==> config.mk <==
export PLATFORM = sky130hd
export DESIGN_NAME = coherence_bus_ctrl
export DESIGN_NICKNAME = d
export VERILOG_FILES = /design/src/rtl/coherence_bus_ctrl_pkg.sv /design/src/rtl/coherence_bus_ctrl_rr_arb.sv /design/src/rtl/coherence_bus_ctrl.sv
export SDC_FILE = /design/constraint.sdc
export NUM_CORES = 1
export LEC_CHECK = 0
export ABC_AREA = 1
export ABC_CLOCK_PERIOD_IN_PS = 1400
export CORE_AREA = 2 2 194 196
export CTS_CLUSTER_DIAMETER = 60
export DETAILED_ROUTE_END_ITERATION = 7
export DIE_AREA = 0 0 196 198
export PLACE_DENSITY = 0.46
export SYNTH_ARGS = -nofsm -noshare
export SYNTH_HDL_FRONTEND = slang
export SYNTH_SLANG_ARGS = --single-unit
==> constraint.sdc <==
create_clock -name CLK -period 1.4 [get_ports CLK]
set_input_delay 0.21 -clock CLK [delete_from_list [all_inputs] [get_ports CLK]]
set_output_delay 0.21 -clock CLK [all_outputs]
set_load 0.005 [all_outputs]
==> src/rtl/coherence_bus_ctrl_pkg.sv <==
`default_nettype none
// ==================================================================
// coherence_bus_ctrl_pkg : shared types for the coherence bus controller
// Rev 1.0
// ==================================================================
package coherence_bus_ctrl_pkg;

  localparam int unsigned WORD_BITS = 32;

  typedef logic [WORD_BITS-1:0] word_t;

  typedef enum logic [3:0] {
    IDLE   = 4'd0,
    SNOOP  = 4'd1,
    SWB0   = 4'd2,
    SWB1   = 4'd3,
    EVICT0 = 4'd4,
    EVICT1 = 4'd5,
    FILL0  = 4'd6,
    FILL1  = 4'd7,
    IFETCH = 4'd8
  } bus_state_t;

endpackage
`default_nettype wire

==> src/rtl/coherence_bus_ctrl_rr_arb.sv <==
`default_nettype none
// ==================================================================
// coherence_bus_ctrl_rr_arb : 2-way round-robin arbiter, pointer toggles on adv
// Rev 1.0
// ==================================================================
module coherence_bus_ctrl_rr_arb
  import coherence_bus_ctrl_pkg::*;
(
  input  logic       CLK,
  input  logic       RST,
  input  logic [1:0] req,
  input  logic       adv,
  output logic       gnt
);

  logic ptr;

  always_ff @(posedge CLK) begin
    if (RST) begin
      ptr <= 1'b0;
    end else if (adv) begin
      ptr <= ~ptr;
    end
  end

  // The pointer only decides a tie; a lone requester always wins.
  always_comb begin
    gnt = ptr;
    if (req == 2'b01) begin
      gnt = 1'b0;
    end else if (req == 2'b10) begin
      gnt = 1'b1;
    end
  end

endmodule
`default_nettype wire

==> src/rtl/coherence_bus_ctrl.sv <==
`default_nettype none
// ==================================================================
// coherence_bus_ctrl : two-core MSI snooping bus controller and RAM arbiter
// Build option C2C_XFER_EN forwards snoop write-back words to the requester.
// Rev 1.0
// ==================================================================
module coherence_bus_ctrl
  import coherence_bus_ctrl_pkg::*;
#(
  parameter int unsigned BLK_WORDS = 2,
  parameter int unsigned WORD_W    = 32,
  parameter int unsigned NCORE     = 2
)
(
  input  logic                          CLK,
  input  logic                          RST,
  input  logic [NCORE-1:0]              iREN,
  input  logic [NCORE-1:0][WORD_W-1:0]  iaddr,
  output logic [NCORE-1:0]              iwait,
  output logic [NCORE-1:0][WORD_W-1:0]  iload,
  input  logic [NCORE-1:0]              dREN,
  input  logic [NCORE-1:0]              dWEN,
  input  logic [NCORE-1:0][WORD_W-1:0]  daddr,
  input  logic [NCORE-1:0][WORD_W-1:0]  dstore,
  output logic [NCORE-1:0]              dwait,
  output logic [NCORE-1:0][WORD_W-1:0]  dload,
  input  logic [NCORE-1:0]              cctrans,
  input  logic [NCORE-1:0]              ccwrite,
  output logic [NCORE-1:0]              ccwait,
  output logic [NCORE-1:0]              ccinv,
  output logic [NCORE-1:0][WORD_W-1:0]  ccsnoopaddr,
  output logic                          ramREN,
  output logic                          ramWEN,
  output logic [WORD_W-1:0]             ramaddr,
  output logic [WORD_W-1:0]             ramstore,
  input  logic [WORD_W-1:0]             ramload,
  input  logic                          ramready
);

  localparam logic [WORD_W-1:0] BLK_MASK = WORD_W'(BLK_WORDS * 4 - 1);

  bus_state_t        state_q, state_d;
  logic              req_q, req_d;       // data requester r
  logic              snp_core;           // snooped core s
  logic              ifc_q, ifc_d;       // instruction requester
  logic              upg_q, upg_d;
  logic              inv_q, inv_d;
  logic [WORD_W-1:0] snp_addr_q, snp_addr_d;

  logic [NCORE-1:0]  cc_req, ev_req, rd_req, dreq;
  logic              dgnt, igrant;
  logic              dadv, iadv;

  assign snp_core = ~req_q;

  assign cc_req = cctrans;
  assign ev_req = dWEN & ~cctrans;
  assign rd_req = dREN & ~cctrans;

  always_comb begin
    if (|cc_req) begin
      dreq = cc_req;
    end else if (|ev_req) begin
      dreq = ev_req;
    end else begin
      dreq = rd_req;
    end
  end

  assign dadv = (state_q == IDLE) && (|dreq);
  assign iadv = (state_q == IDLE) && !(|dreq) && (|iREN);

  coherence_bus_ctrl_rr_arb u_data_arb (
    .CLK (CLK),
    .RST (RST),
    .req (dreq),
    .adv (dadv),
    .gnt (dgnt)
  );

  coherence_bus_ctrl_rr_arb u_inst_arb (
    .CLK (CLK),
    .RST (RST),
    .req (iREN),
    .adv (iadv),
    .gnt (igrant)
  );

  always_ff @(posedge CLK) begin
    if (RST) begin
      state_q    <= IDLE;
      req_q      <= 1'b0;
      ifc_q      <= 1'b0;
      upg_q      <= 1'b0;
      inv_q      <= 1'b0;
      snp_addr_q <= '0;
    end else begin
      state_q    <= state_d;
      req_q      <= req_d;
      ifc_q      <= ifc_d;
      upg_q      <= upg_d;
      inv_q      <= inv_d;
      snp_addr_q <= snp_addr_d;
    end
  end

  always_comb begin
    state_d     = state_q;
    req_d       = req_q;
    ifc_d       = ifc_q;
    upg_d       = upg_q;
    inv_d       = inv_q;
    snp_addr_d  = snp_addr_q;
    iwait       = '1;
    iload       = '0;
    dwait       = '1;
    dload       = '0;
    ccwait      = '0;
    ccinv       = '0;
    ccsnoopaddr = '0;
    ramREN      = 1'b0;
    ramWEN      = 1'b0;
    ramaddr     = '0;
    ramstore    = '0;

    unique case (state_q)
      IDLE: begin
        if (|dreq) begin
          // Requester identity and intent are frozen here so a dropped request cannot derail the transaction.
          req_d      = dgnt;
          upg_d      = cctrans[dgnt] & ccwrite[dgnt] & ~dREN[dgnt];
          inv_d      = ccwrite[dgnt];
          snp_addr_d = daddr[dgnt] & ~BLK_MASK;
          if (|cc_req) begin
            state_d = SNOOP;
          end else if (|ev_req) begin
            state_d = EVICT0;
          end else begin
            state_d = FILL0;
          end
        end else if (|iREN) begin
          ifc_d   = igrant;
          state_d = IFETCH;
        end
      end

      SNOOP: begin
        ccwait[snp_core]      = 1'b1;
        ccinv[snp_core]       = inv_q;
        ccsnoopaddr[snp_core] = snp_addr_q;
        if (ccwrite[snp_core]) begin
          state_d = SWB0;
        end else if (upg_q) begin
          dwait[req_q] = 1'b0;
          state_d      = IDLE;
        end else begin
          state_d = FILL0;
        end
      end

      SWB0, SWB1: begin
        ccwait[snp_core]      = 1'b1;
        ccinv[snp_core]       = inv_q;
        ccsnoopaddr[snp_core] = snp_addr_q;
        ramWEN                = 1'b1;
        ramaddr               = daddr[snp_core];
        ramstore              = dstore[snp_core];
        if (ramready) begin
          dwait[snp_core] = 1'b0;
`ifdef C2C_XFER_EN
          if (!upg_q) begin
            dload[req_q] = dstore[snp_core];
            dwait[req_q] = 1'b0;
          end
`endif
          if (state_q == SWB0) begin
            state_d = SWB1;
          end else if (upg_q) begin
            dwait[req_q] = 1'b0;
            state_d      = IDLE;
          end else begin
`ifdef C2C_XFER_EN
            state_d = IDLE;
`else
            state_d = FILL0;
`endif
          end
        end
      end

      EVICT0, EVICT1: begin
        ramWEN   = 1'b1;
        ramaddr  = daddr[req_q];
        ramstore = dstore[req_q];
        if (ramready) begin
          dwait[req_q] = 1'b0;
          state_d      = (state_q == EVICT0) ? EVICT1 : IDLE;
        end
      end

      FILL0, FILL1: begin
        ramREN  = 1'b1;
        ramaddr = daddr[req_q];
        if (ramready) begin
          dload[req_q] = ramload;
          dwait[req_q] = 1'b0;
          state_d      = (state_q == FILL0) ? FILL1 : IDLE;
        end
      end

      IFETCH: begin
        ramREN  = 1'b1;
        ramaddr = iaddr[ifc_q];
        if (ramready) begin
          iload[ifc_q] = ramload;
          iwait[ifc_q] = 1'b0;
          state_d      = IDLE;
        end
      end

      default: begin
        state_d = IDLE;
      end
    endcase
  end

endmodule
`default_nettype wire

; ---- Yosys cells after proc, flatten, opt, wreduce, memory -nomap -nowiden
; Index checks and enable logic that the tools add are counted.
[totals]
output_inout_bits = 266
reg_bits = 39
word_cells = 144
[op_classes]
bitwise_logic = 18
n_lt_le_gt_ge = 7
eq_ne = 17
muxes = 72
n_reduce_logical = 22
[op_table]
columns = op, n
row1 = two-way mux 32 bit, 15
row2 = two-way mux 64 bit, 5
row3 = bitwise AND 64 bit, 3
row4 = demux 32 bit (select 1 bit), 3
row5 = case mux 32 bit (3 select lines), 1
row6 = case mux 32 bit (2 select lines), 1
row7 = two-way mux 4 bit, 7
row8 = two-way mux 2 bit, 13
row9 = case mux 4 bit (6 select lines), 1
row10 = two-way mux 1 bit, 17
row11 = == test 4 x 3 -> 1 bit (second input constant), 4
row12 = two-way mux 3 bit, 5
row13 = OR reduction 2 bit, 7
row14 = bitwise AND 2 bit, 4
row15 = == test 4 x 2 -> 1 bit (second input constant), 2
row16 = less-than comparator 1 x 2 -> 1 bit (second input constant), 4
row17 = inequality test 2 bit (second input constant), 4
row18 = inverter 2 bit, 4
row19 = OR reduction 4 bit, 2
row20 = logical AND 1 bit, 6
row21 = case mux 2 bit (3 select lines), 1
row22 = OR reduction 3 bit, 2
row23 = inverter 1 bit, 5
row24 = AND reduction 5 bit, 1
row25 = 12 further kinds, 19

; ---- Depth between registers and ports, before layout
[logic_depth]
ltp_word = 12
ltp_mapped = 14

; ---- Hierarchy
; Synthesis repeated with hierarchy kept, for this count alone.
[unflattened]
cells_unflattened = 1028
hier_area_um2 = 5795.6
[modules_own_cells]
columns = module, seq_area_each_um2, cells_each, area_per_inst_um2, instances
row1 = coherence_bus_ctrl, 740.7, 1010, 5693.0, 1
row2 = coherence_bus_ctrl_rr_arb, 20.0, 9, 51.3, 2

; ---- Worst setup path before layout
; No wires, ideal clock.
[synth_path]
kind = register to output
from = register state_q[2]
to = output port dload[14] (netlist bit)
arrival_ns = 1.276
stages_incl_launch_ff = 9
slack_ns = -0.086
n_path_buf = 2
path_cell_list = dfxtp_1 inv_2 nor2_4 inv_2 nor2_2 inv_2 buf_4 buf_6 nor3_2
[synth_rtl]
columns = item, line_no
row1 = "start, declared", coherence_bus_ctrl.sv:42  ; bus_state_t state_q, state_d;
row2 = "start signal, assigned", coherence_bus_ctrl.sv:98  ; state_q <= state_d;
row3 = "end, declared", coherence_bus_ctrl.sv:26  ; output logic [NCORE-1:0][WORD_W-1:0] dload,

; ---- Final worst setup path
[layout_path]
from = register state_q[3]
to = output port ramstore[16]
[layout_via]
elab_chain_cells = 3
[layout_lines]
columns = item, line_no
row1 = == test 4 x 3 -> 1 bit / == test 4 x 2 -> 1 bit (equally long branches), coherence_bus_ctrl.sv:126  ; unique case (state_q)
row2 = OR reduction 2 bit, coherence_bus_ctrl.sv:126
row3 = case mux 32 bit (2 select lines) *, coherence_bus_ctrl.sv:126
row4 = "end, declared", coherence_bus_ctrl.sv:35  ; output logic [WORD_W-1:0] ramstore,
; Every way passes the cells marked *; elsewhere a longest branch is shown, timed or not.

==> flow_metrics.env <==
export IMPL_synth_edff_count=0
export IMPL_critPathLaunch="state_q[3]"
export IMPL_clock_latency_ns=0.30
export IMPL_finalSetupViolCount=297
export IMPL_fin_nets=1943
export IMPL_finalCritPeriodShare=1.58
export IMPL_path_max_fanout=6
export IMPL_cpPeakStageDelay_ns=0.37
export IMPL_r2r_start="state_q[3]"
export IMPL_mappedNetlistArea_mm2=0.00601
export IMPL_violations="setup timing"
export IMPL_ys_ff_latch=39
export IMPL_critical_path_class="flop to output pin"
export IMPL_min_period_ns=2.21
export IMPL_hold_path_startpoint="dREN[1]"
export IMPL_status="complete, but fails checks"
export IMPL_die_h_um=198
export IMPL_cp_end_kind="output pin"
export IMPL_r2r_cells=11
export IMPL_path_buf_inv=7
export IMPL_critPathArrivalTime_ns=2.00
export IMPL_fmax_ghz=0.452
export IMPL_boundaryPins=503
export IMPL_crit_family="buffers and inverters"
export IMPL_globalRoute_busiestLayer="met2"
export IMPL_rsz0062_at_grt="true"
export IMPL_slew_violations=0
export IMPL_dr_pass1_iters=5
export IMPL_cts_sinks=39
export IMPL_worstPathCellList="buf_6, nor2_4, inv_4, nor2_8, buf_12, buf_8, buf_16, buf_8, a221oi_2, nor2_1, buf_2"
export IMPL_drive_gt1_frac=0.445
export IMPL_path_common_cell="buf_8"
export IMPL_slowest_stage="dfxtp_4"
export IMPL_avgSynthCellArea_um2=5.72
export IMPL_yosysUniqueCellTypes=32
export IMPL_syn_inst=1050
export IMPL_ant_nets=0
export IMPL_core_mm2=0.0370
export IMPL_r2r_slack_ns=-0.30
export IMPL_path_clk_slew_ns=0.06
export IMPL_die_w_um=196
export IMPL_avgRoutedWirePerCell_um=20.4
export IMPL_dp_cells=2064
export IMPL_fp_row_count=71
export IMPL_gp_congestion=0.836
export IMPL_power_density_mw_per_mm2=1640
export IMPL_maxCapViolCount=0
export IMPL_leakagePower_nw=7.05
export IMPL_grt_max_degree=42
export IMPL_overflow=0
export IMPL_cts_tree="built"
export IMPL_syn_to_final_growth_pct=143
export IMPL_dp_slack_ns=-0.732
export IMPL_route_detailed_drc=0
export IMPL_antenna_found_initial=2
export IMPL_grt_pass1_wl_um=59700
export IMPL_async_reset_ff_frac=0
export IMPL_skew_ns=0.00993
export IMPL_min_to="upg_q"
export IMPL_start_util=0.163
export IMPL_drtIter0Drc=419
export IMPL_postRouteWirelength_um=44500
export IMPL_num_vias=10032
export IMPL_ys_flop_type="dfxtp_1"
export IMPL_htree_num_levels=2
export IMPL_met2_usage=0.371
export IMPL_ys_warnings_count=0
export IMPL_setup_ws_ns=-0.810
export IMPL_holdPathStages=7
export IMPL_dp_hpwl_um=31200
export IMPL_grt_use_total=0.200
export IMPL_io_buffer_count=496
export IMPL_grt_pass1_vias=9524
export IMPL_dieArea_mm2=0.0388
export IMPL_grt_met3_usage=0.0412
export IMPL_start_kind="flop"
export IMPL_regToRegEndpoint="state_q[1]"
export IMPL_numCtsBuffers=5
export IMPL_use_met1=0.236
export IMPL_viasPerCell=4.60
export IMPL_irDropWorstVdd_mv=0.792
export IMPL_final_cells=2183
export IMPL_hp_class="primary input to flop"
export IMPL_required_ns=1.19
export IMPL_hold_violations=0
export IMPL_yosysSeqAreaShare=0.130
export IMPL_path_depth=11
export IMPL_clockBufferDepth=2
export IMPL_root_buffer="clkbuf_16"
export IMPL_power_mw=23.8
[cells in the final DEF, fill, tap and decap left out, drive strengths merged]
cell,synthesis,layout
a21oi,48,48
a221o,32,32
a221oi,62,62
a22o,1,1
buf,64,363
clkbuf,34,93
clkdlybuf4s15,0,25
clkdlybuf4s50,0,234
clkinv,1,5
clkinvlp,0,2
conb,1,6
dfxtp,39,39
diode,0,2
dlygate4sd2,0,7
dlymetal6s2s,0,24
inv,155,153
nand2,229,229
nand3,36,36
nor2,170,170
nor3,66,66
nor4,1,1
o2111ai,2,2
o211ai,29,29
o21ai,78,78
o31ai,2,2
[report_power, final]
part / switching (mW) / leakage, nW / internal (mW) / total [mW]
registers: 0.368 / 0.327 / 1.68 / 2.04
clock network: 0.559 / 0.0658 / 0.659 / 1.22
logic: 10.3 / 6.66 / 10.2 / 20.6
total: 11.3 / 7.05 / 12.6 / 23.8
[cell usage after synthesis (all sizes together), types with 2 or more instances]
library cell | instances | area (um2)
nand3 | 36 | 180
nor2 | 170 | 674
o2111ai | 2 | 17.5
nand2 | 229 | 875
inv | 155 | 582
o31ai | 2 | 15.0
o211ai | 29 | 263
buf | 64 | 387
o21ai | 78 | 390
a21oi | 48 | 244
a221oi | 62 | 543
a221o | 32 | 320
dfxtp | 39 | 781
nor3 | 66 | 587
clkbuf | 34 | 128
[cell families after synthesis]
logic type | count (synthesis) | synth area share
AO/OA/AOI/OAI | 254 | 0.300
other | 1 | 0.000624
flip-flops | 39 | 0.130
buffers and inverters | 254 | 0.183
AND/OR/NAND/NOR | 502 | 0.386
[layout make-up]
class                   instances  area [um2]
multi-input cells             762        5370
flip-flops and latches         39         801
inverters                     156         633
fillers                      3962       22400
clock buffers                   5         125
repair inverters                1        8.76
diodes                          2        5.00
clock inverters                 3        20.0
well taps                     474         593
repair buffers                741        7020
[sequential cells by signal, summed over array words and instances (netlist names)]
name / flops
u_data_arb.ptr: 1
snp_addr_q: 29
ifc_q: 1
state_q: 4
upg_q: 1
req_q: 1
u_inst_arb.ptr: 1
inv_q: 1
[worst max-delay path by stage]
| stage | endpoint | slack (ns) |
|---|---|---|
| global route | iload[25] | -0.89 |
| CTS | iload[62] | -0.84 |
| floorplan | dload[14] | -0.04 |
| finish | ramstore[16] | -0.81 |
| global placement | ramaddr[10] | -0.79 |
| detailed placement | ccsnoopaddr[35] | -0.73 |
[metrics by stage]
step	area, um2	setup TNS (ns)	hold slack (ns)	utilization
detailed placement	12500	-180.71	0.468	0.339
global route	14600	-174.30	0.501	0.394
finish	14600	-149.08	0.460	0.394
floorplan	6150	-4.58	0.374	-
global placement	12500	-179.13	0.461	0.339
CTS	13200	-200.90	0.478	0.357
[what timing repair did]
item,4_1_cts,5_1_grt
pin swaps,22,64
resized for setup,468,653
hold buffers,0,0
cloned,9,18
setup endpoints to repair,298,299
buffers inserted,31,69
[worst min-delay path, cell delays in order]
cell and delay (ns):
dlymetal6s2s_1 0.12, buf_4 0.12, nand3_1 0.06, nand2_1 0.06
nor2_1 0.04, nand2_1 0.05, a21oi_1 0.05
[per-layer routing]
layer / vias to the layer above / wire (um)
met5: - / 13
met1: 4776 / 17800
met4: 2 / 885
met3: 37 / 2990
met2: 376 / 22800
li1: 4841 / -
No activity file was read; power rests on OpenSTA's default activity.
